--- src/rtl/led_mux_pkg.sv ---
// led_mux_pkg: shared constants, scan-FSM encoding and LED index helper for
// the 3-row x 7-column multiplexed LED scanner.
// Contents: geometry (NUM_ROWS/NUM_COLS/NUM_LEDS), bus widths, scan_state_e,
// bright_t, led_index(), addr_in_range().
package led_mux_pkg;

  localparam int NUM_ROWS = 3;
  localparam int NUM_COLS = 7;
  localparam int NUM_LEDS = 21;

  localparam int ROW_W  = 2;   // wide enough for row index 0..NUM_ROWS-1
  localparam int ADDR_W = 5;   // wide enough for LED index 0..NUM_LEDS-1
  localparam int DATA_W = 8;   // brightness resolution
  localparam int PWM_W  = 8;   // PWM period of 256 ticks

  typedef enum logic {
    ST_BLANK = 1'b0,           // all outputs off between rows
    ST_DRIVE = 1'b1            // one row selected, columns PWM-modulated
  } scan_state_e;

  typedef logic [DATA_W-1:0] bright_t;

  // Linear LED index as used on the write port: row-major, 7 LEDs per row.
  function automatic int led_index(input int row, input int col);
    return row * NUM_COLS + col;
  endfunction

  // Addresses 21..31 are representable on the port but map to no LED.
  function automatic logic addr_in_range(input logic [ADDR_W-1:0] addr);
    return (int'(addr) < NUM_LEDS);
  endfunction

endpackage

--- src/rtl/led_mux_scanner_tick_gen.sv ---
// tick_gen: free-running prescaler producing a one-cycle PWM tick strobe.
// Latency: first tick PRESCALE-1 cycles after reset, then every PRESCALE cycles.
// Backpressure: none; the tick cannot be stalled.
// Ports: clk30 (clock), rst (sync active-high reset), tick (strobe, high
// during the cycle whose closing edge consumes the tick).
module tick_gen #(
  parameter int PRESCALE = 30
) (
  input  logic clk30,
  input  logic rst,
  output logic tick
);

  localparam int CNT_W = (PRESCALE > 1) ? $clog2(PRESCALE) : 1;
  localparam logic [CNT_W-1:0] CNT_LAST = CNT_W'(PRESCALE - 1);

  logic [CNT_W-1:0] cnt_q;
  logic [CNT_W-1:0] cnt_d;

  // Tick is asserted on the terminal count so the counter wraps to 0 on the
  // same edge that consumes the tick.
  always_comb begin
    tick  = (cnt_q == CNT_LAST);
    cnt_d = tick ? '0 : cnt_q + 1'b1;
  end

  always_ff @(posedge clk30) begin
    if (rst) begin
      cnt_q <= '0;
    end else begin
      cnt_q <= cnt_d;
    end
  end

endmodule

--- src/rtl/led_mux_scanner.sv ---
// led_mux_scanner: 3x7 LED matrix scanner with 8-bit PWM per LED, double-buffered
//   brightness (shadow written by the port, active copied on commit at a frame boundary).
// Latency: write lands in shadow on the next edge; commit takes effect at the next frame
//   boundary; all outputs are registered (one cycle behind the scan state).
// Backpressure: wr_ready drops while a commit is pending; frame timing never stalls.
// Ports: clk30/rst clock and sync reset; wr_valid/wr_ready/wr_addr/wr_data brightness
//   write; commit/commit_pending shadow->active copy handshake; addr_err bad-address
//   pulse; frame_sync frame start pulse; led_rgb_multiplex_a columns, _b row select.
module led_mux_scanner
  import led_mux_pkg::*;
#(
  parameter int PRESCALE    = 30,
  parameter int BLANK_TICKS = 4
) (
  input  logic                clk30,
  input  logic                rst,
  input  logic                wr_valid,
  output logic                wr_ready,
  input  logic [ADDR_W-1:0]   wr_addr,
  input  logic [DATA_W-1:0]   wr_data,
  input  logic                commit,
  output logic                commit_pending,
  output logic                addr_err,
  output logic                frame_sync,
  output logic [NUM_COLS-1:0] led_rgb_multiplex_a,
  output logic [NUM_ROWS-1:0] led_rgb_multiplex_b
);

  localparam int BLK_W = (BLANK_TICKS > 1) ? $clog2(BLANK_TICKS) : 1;
  localparam logic [BLK_W-1:0] BLK_LAST = BLK_W'(BLANK_TICKS - 1);
  localparam logic [ROW_W-1:0] ROW_LAST = ROW_W'(NUM_ROWS - 1);
  localparam logic [PWM_W-1:0] PWM_LAST = '1;

  // ------------------------------------------------------------------
  // Tick prescaler
  // ------------------------------------------------------------------
  logic tick;

  tick_gen #(
    .PRESCALE (PRESCALE)
  ) u_tick_gen (
    .clk30 (clk30),
    .rst   (rst),
    .tick  (tick)
  );

  // ------------------------------------------------------------------
  // State
  // ------------------------------------------------------------------
  scan_state_e         state_q, state_d;
  logic [ROW_W-1:0]    row_q, row_d;
  logic [PWM_W-1:0]    pwm_q, pwm_d;
  logic [BLK_W-1:0]    blank_q, blank_d;
  logic                pending_q, pending_d;

  bright_t             shadow_q [NUM_LEDS];
  bright_t             shadow_d [NUM_LEDS];
  bright_t             active_q [NUM_LEDS];
  bright_t             active_d [NUM_LEDS];

  logic [NUM_COLS-1:0] col_q, col_d;
  logic [NUM_ROWS-1:0] row_sel_q, row_sel_d;
  logic                addr_err_q, addr_err_d;
  logic                frame_sync_q, frame_sync_d;

  logic                frame_bnd;   // row wraps last -> 0 on this edge
  logic                wr_fire;     // write handshake completes on this edge

  // ------------------------------------------------------------------
  // Scan FSM: BLANK for BLANK_TICKS ticks, then DRIVE for 256 ticks, per row
  // ------------------------------------------------------------------
  always_comb begin
    state_d   = state_q;
    row_d     = row_q;
    pwm_d     = pwm_q;
    blank_d   = blank_q;
    frame_bnd = 1'b0;

    if (tick) begin
      case (state_q)
        ST_BLANK: begin
          if (blank_q == BLK_LAST) begin
            state_d = ST_DRIVE;
            blank_d = '0;
            pwm_d   = '0;
          end else begin
            blank_d = blank_q + 1'b1;
          end
        end
        ST_DRIVE: begin
          if (pwm_q == PWM_LAST) begin
            // Every row change goes through BLANK so two rows never overlap.
            state_d = ST_BLANK;
            pwm_d   = '0;
            if (row_q == ROW_LAST) begin
              row_d     = '0;
              frame_bnd = 1'b1;
            end else begin
              row_d = row_q + 1'b1;
            end
          end else begin
            pwm_d = pwm_q + 1'b1;
          end
        end
        default: begin
          state_d = ST_BLANK;
        end
      endcase
    end
  end

  // ------------------------------------------------------------------
  // Write port and commit handshake
  // ------------------------------------------------------------------
  assign wr_ready = !pending_q;
  assign wr_fire  = wr_valid && !pending_q;

  always_comb begin
    pending_d = pending_q;
    if (pending_q) begin
      // Further commits are dropped; the flag clears on the copying edge.
      if (frame_bnd) begin
        pending_d = 1'b0;
      end
    end else if (commit) begin
      pending_d = 1'b1;
    end
  end

  always_comb begin
    addr_err_d = wr_fire && !addr_in_range(wr_addr);
    for (int i = 0; i < NUM_LEDS; i++) begin
      shadow_d[i] = shadow_q[i];
      if (wr_fire && (wr_addr == ADDR_W'(i))) begin
        shadow_d[i] = wr_data;
      end
    end
  end

  // A write is only accepted while no commit is pending, and the copy only
  // happens while one is, so a write in the commit cycle is always in shadow
  // well before the copy reads it.
  always_comb begin
    for (int i = 0; i < NUM_LEDS; i++) begin
      active_d[i] = active_q[i];
    end
    if (frame_bnd && pending_q) begin
      for (int i = 0; i < NUM_LEDS; i++) begin
        active_d[i] = shadow_q[i];
      end
    end
  end

  // ------------------------------------------------------------------
  // Output drive: decoded from the current scan state, registered
  // ------------------------------------------------------------------
  always_comb begin
    col_d        = '0;
    row_sel_d    = '0;
    frame_sync_d = frame_bnd;
    if (state_q == ST_DRIVE) begin
      for (int r = 0; r < NUM_ROWS; r++) begin
        if (row_q == ROW_W'(r)) begin
          row_sel_d[r] = 1'b1;
          for (int c = 0; c < NUM_COLS; c++) begin
            col_d[c] = (pwm_q < active_q[led_index(r, c)]);
          end
        end
      end
    end
  end

  // ------------------------------------------------------------------
  // Registers
  // ------------------------------------------------------------------
  always_ff @(posedge clk30) begin
    if (rst) begin
      state_q      <= ST_BLANK;
      row_q        <= '0;
      pwm_q        <= '0;
      blank_q      <= '0;
      pending_q    <= 1'b0;
      col_q        <= '0;
      row_sel_q    <= '0;
      addr_err_q   <= 1'b0;
      frame_sync_q <= 1'b0;
      for (int i = 0; i < NUM_LEDS; i++) begin
        shadow_q[i] <= '0;
        active_q[i] <= '0;
      end
    end else begin
      state_q      <= state_d;
      row_q        <= row_d;
      pwm_q        <= pwm_d;
      blank_q      <= blank_d;
      pending_q    <= pending_d;
      col_q        <= col_d;
      row_sel_q    <= row_sel_d;
      addr_err_q   <= addr_err_d;
      frame_sync_q <= frame_sync_d;
      for (int i = 0; i < NUM_LEDS; i++) begin
        shadow_q[i] <= shadow_d[i];
        active_q[i] <= active_d[i];
      end
    end
  end

  assign commit_pending      = pending_q;
  assign addr_err            = addr_err_q;
  assign frame_sync          = frame_sync_q;
  assign led_rgb_multiplex_a = col_q;
  assign led_rgb_multiplex_b = row_sel_q;

endmodule
--- config.mk ---
export PLATFORM = sky130hd
export DESIGN_NAME = led_mux_scanner
export DESIGN_NICKNAME = d
export VERILOG_FILES = /design/src/rtl/led_mux_pkg.sv /design/src/rtl/led_mux_scanner_tick_gen.sv /design/src/rtl/led_mux_scanner.sv
export SDC_FILE = /design/constraint.sdc
export NUM_CORES = 1
export LEC_CHECK = 0
export ABC_AREA = 1
export CAP_MARGIN = 25
export CORE_MARGIN = 8
export CORE_UTILIZATION = 38
export DETAILED_ROUTE_END_ITERATION = 10
export GPL_TIMING_DRIVEN = 0
export PLACE_DENSITY = 0.56
export SLEW_MARGIN = 20
export SYNTH_ARGS = -nofsm -noshare
export SYNTH_HDL_FRONTEND = slang
export SYNTH_HIERARCHICAL = 1
export SYNTH_SLANG_ARGS = --single-unit
--- constraint.sdc ---
create_clock -name clk30 -period 2.96 [get_ports clk30]
set_input_delay 0.888 -clock clk30 [delete_from_list [all_inputs] [get_ports clk30]]
set_output_delay 0.888 -clock clk30 [all_outputs]
set_load 0.01 [all_outputs]
==> reports/qor.yml <==
status: "completed"
holdBufCountCts: 0
gr-total-overflow: 0
synth_fp_nets: 2692
drt-vias-per-instance: 4.71
cts.clk_slew.worst_paths_ns: 0.06
required_ns: 3.44
area_growth_pct: 15.1
initial_core_util_pct: 38.5
crit_top_cell: "clkbuf_1"
drt_first_pass_iters: 6
peakVddDrop_uv: 376
seq_power_share_pct: 46.8
hold_violations: 0
drv_slew: 0
critPathMaxStageDelay_ns: 0.56
powerDensity_nw_per_um2: 529
maxCapViolCount: 0
period_share_pct: 91.9
wirelength_mm: 50.5
fin_nets: 2776
seq_area_frac_synth_pct: 42.1
clock_sinks: 367
fin_skew_ns: 0.00993
syn_inst: 2524
end_kind: "flip-flop"
fp.dieH_um: 230
finish.instance_area_um2: 20100
wl_per_cell_um: 15.6
cp.arrival_ns: 3.20
drtAntennaViolNets: 0
path_cells: "clkdlybuf4s50_1 > inv_2 > clkbuf_1 > clkbuf_1 > o21ai_0 > a21oi_1"
relSlewSlack_pct: 34.2
drc_errors: 0
ys_ff_latch: 367
ys_warn_count: 6
layout_commonest_cell: "nand2_1"
worst_pin_slew_ns: 0.988
internal_power_mw: 8.28
crit_type: "in -> reg"
gp_congestion: 0.860
cts_buffers: 43
slowest_stage: "clkbuf_1"
worst_hold_slack_ns: 0.451
dp.final_hpwl_mm: 36.0
fin_crit_ns: 2.72
crit_fanout: 10
vias: 15300
first_iter_violations: 1001
met2_wirelength_mm: 22.9
final_cell_mix: "nand2_1 (618), nor2_1 (410), inv_1 (399), dfxtp_1 (360), a21oi_1 (231)"
p_comb_share_pct: 3.7
die_w_um: 230
pre_cts_slack_ns: -0.497
grt_pass1_wl_mm: 78.5
p_sw_share_pct: 22.3
met3WireLength_mm: 2.93
fin_cells: 3240
routed.top_layer: "met4"
finalSetupViolCount: 0
post_cts_buffers: 0
cts_root_buf: "clkbuf_16"
max_freq_mhz: 368
grt_pass1_vias: 14300
m1WireLength_mm: 22.8
grt_usage_pct: 18.9
power_frac_clock_pct: 49.6
startpoint_type: "input pin"
die-area_um2: 53100
placed_cell_area_um2: 18700
numPortBuffers: 30
netlist_area_um2: 17500
leakagePower_nw: 8.44
grt_max_degree: 16
num_antenna_cells: 0
grt_antenna_before_repair: 0
nFillCells: 4690
total_power_mw: 10.6
yosysUniqueCellTypes: 24
dp_cells: 3163
drive_above_1_share_pct: 5.00
ios: 31
switchingPower_mw: 2.37
synth_area_per_cell_um2: 6.92
setup_slack_ns: 0.241
core_um2: 45400
cts_tree: "yes"
min_path_type: "reg -> reg"
rsz0062_at_grt: "false"
insertion_delay_ns: 0.55
fp-row-count: 78
h-tree-depth: 2
cts_buffer_depth: 3
==> layout make-up <==
class	count	area, um^2	area share (%)
Clock inverter	8	90.1	0.448
Buffer	113	488	2.43
Sequential cell	367	7360	36.6
Clock buffer	69	1320	6.55
Tap cell	600	751	3.73
Timing Repair Buffer	39	467	2.32
Inverter	400	1500	7.47
Multi-Input combinational cell	1644	8140	40.5
==> through the flow <==
stage,setup TNS [ns],util [%]
2_1_floorplan,0,-
3_3_place_gp,-137.02,40.8
3_5_place_dp,-32.77,41.2
4_1_cts,0,44.3
5_1_grt,0,44.3
6_report,0,44.3
==> power by group through the flow <==
| stage | sequential [mW] | combinational (mW) | clock [mW] |
|---|---|---|---|
| after detailed placement | 5.09 | 0.387 | 0 |
| after global routing | 4.98 | 0.436 | 5.60 |
| after CTS | 4.98 | 0.389 | 5.40 |
| after floorplan | 5.09 | 0.222 | 0 |
| final | 4.98 | 0.391 | 5.28 |
| after global placement | 5.09 | 0.384 | 0 |
==> worst max-delay path: cells and delay by family <==
kind            cells  cell delay (ns)
buf+inv             4             1.94
compound gates      2             0.37
==> cells by family (layout without fill, tap and decap cells) <==
family	count (synthesis)	after routing	share of synthesized area, %
compound gates	421	421	12.2
flops	367	367	42.1
xor+xnor	3	3	0.150
fa+ha+maj	151	151	10.8
buf+inv	513	629	11.3
simple gates	1069	1069	23.4
==> per-layer routing <==
metal  track usage (%)  up-vias
met4              7.40        0
met1              24.2     6905
li1                  -     7938
met2              31.4      336
met5                 0        -
met3              3.10       92
==> worst paths after layout <==
check                  start         endpoint  slack, ns  cells after the start
min          shadow_q[0][52]  shadow_q[0][52]       0.45                      2
max reg2reg         pwm_q[6]  active_q[0][43]       0.32                     10
min reg2reg  shadow_q[0][52]  shadow_q[0][52]       0.45                      2
max                      rst   shadow_q[0][2]       0.24                      6
==> what timing repair did <==
action                                  in CTS  in global routing
endpoints found under the setup margin       0                  1
gates resized for setup                      0                  4
hold endpoints to repair                     0                  0
==> cells in the mapped netlist <==
cell	n	area share [%]
nand2_1	618	13
buf_2	45	1.3
clkbuf_1	53	1.1
nor3_2	2	0.11
nor3b_1	1	0.043
o21ai_0	187	5.4
nor3_1	6	0.17
xnor2_1	1	0.050
buf_1	15	0.32
xor2_1	2	0.10
nand3_1	18	0.52
ha_1	151	11
a21o_1	1	0.043
nand3_2	1	0.057
o211a_1	1	0.057
and3_1	1	0.036
o21bai_4	1	0.11
dfxtp_1	367	42
nand4_1	10	0.36
nor2_1	411	8.8
inv_2	1	0.021
nand2_2	1	0.036
inv_1	399	8.6
a21oi_1	231	6.6
==> sequential cells by signal (all words and copies together) (netlist names) <==
| signal | flops |
|---|---|
| active_q | 168 |
| shadow_q | 168 |
| pwm_q | 8 |
| led_rgb_multiplex_a | 7 |
| u_tick_gen/cnt_q | 5 |
| led_rgb_multiplex_b | 3 |
| blank_q | 2 |
| row_q | 2 |
| addr_err | 1 |
| commit_pending | 1 |
| frame_sync | 1 |
| state_q | 1 |
Note: power is estimated with default switching activity, not from simulation.
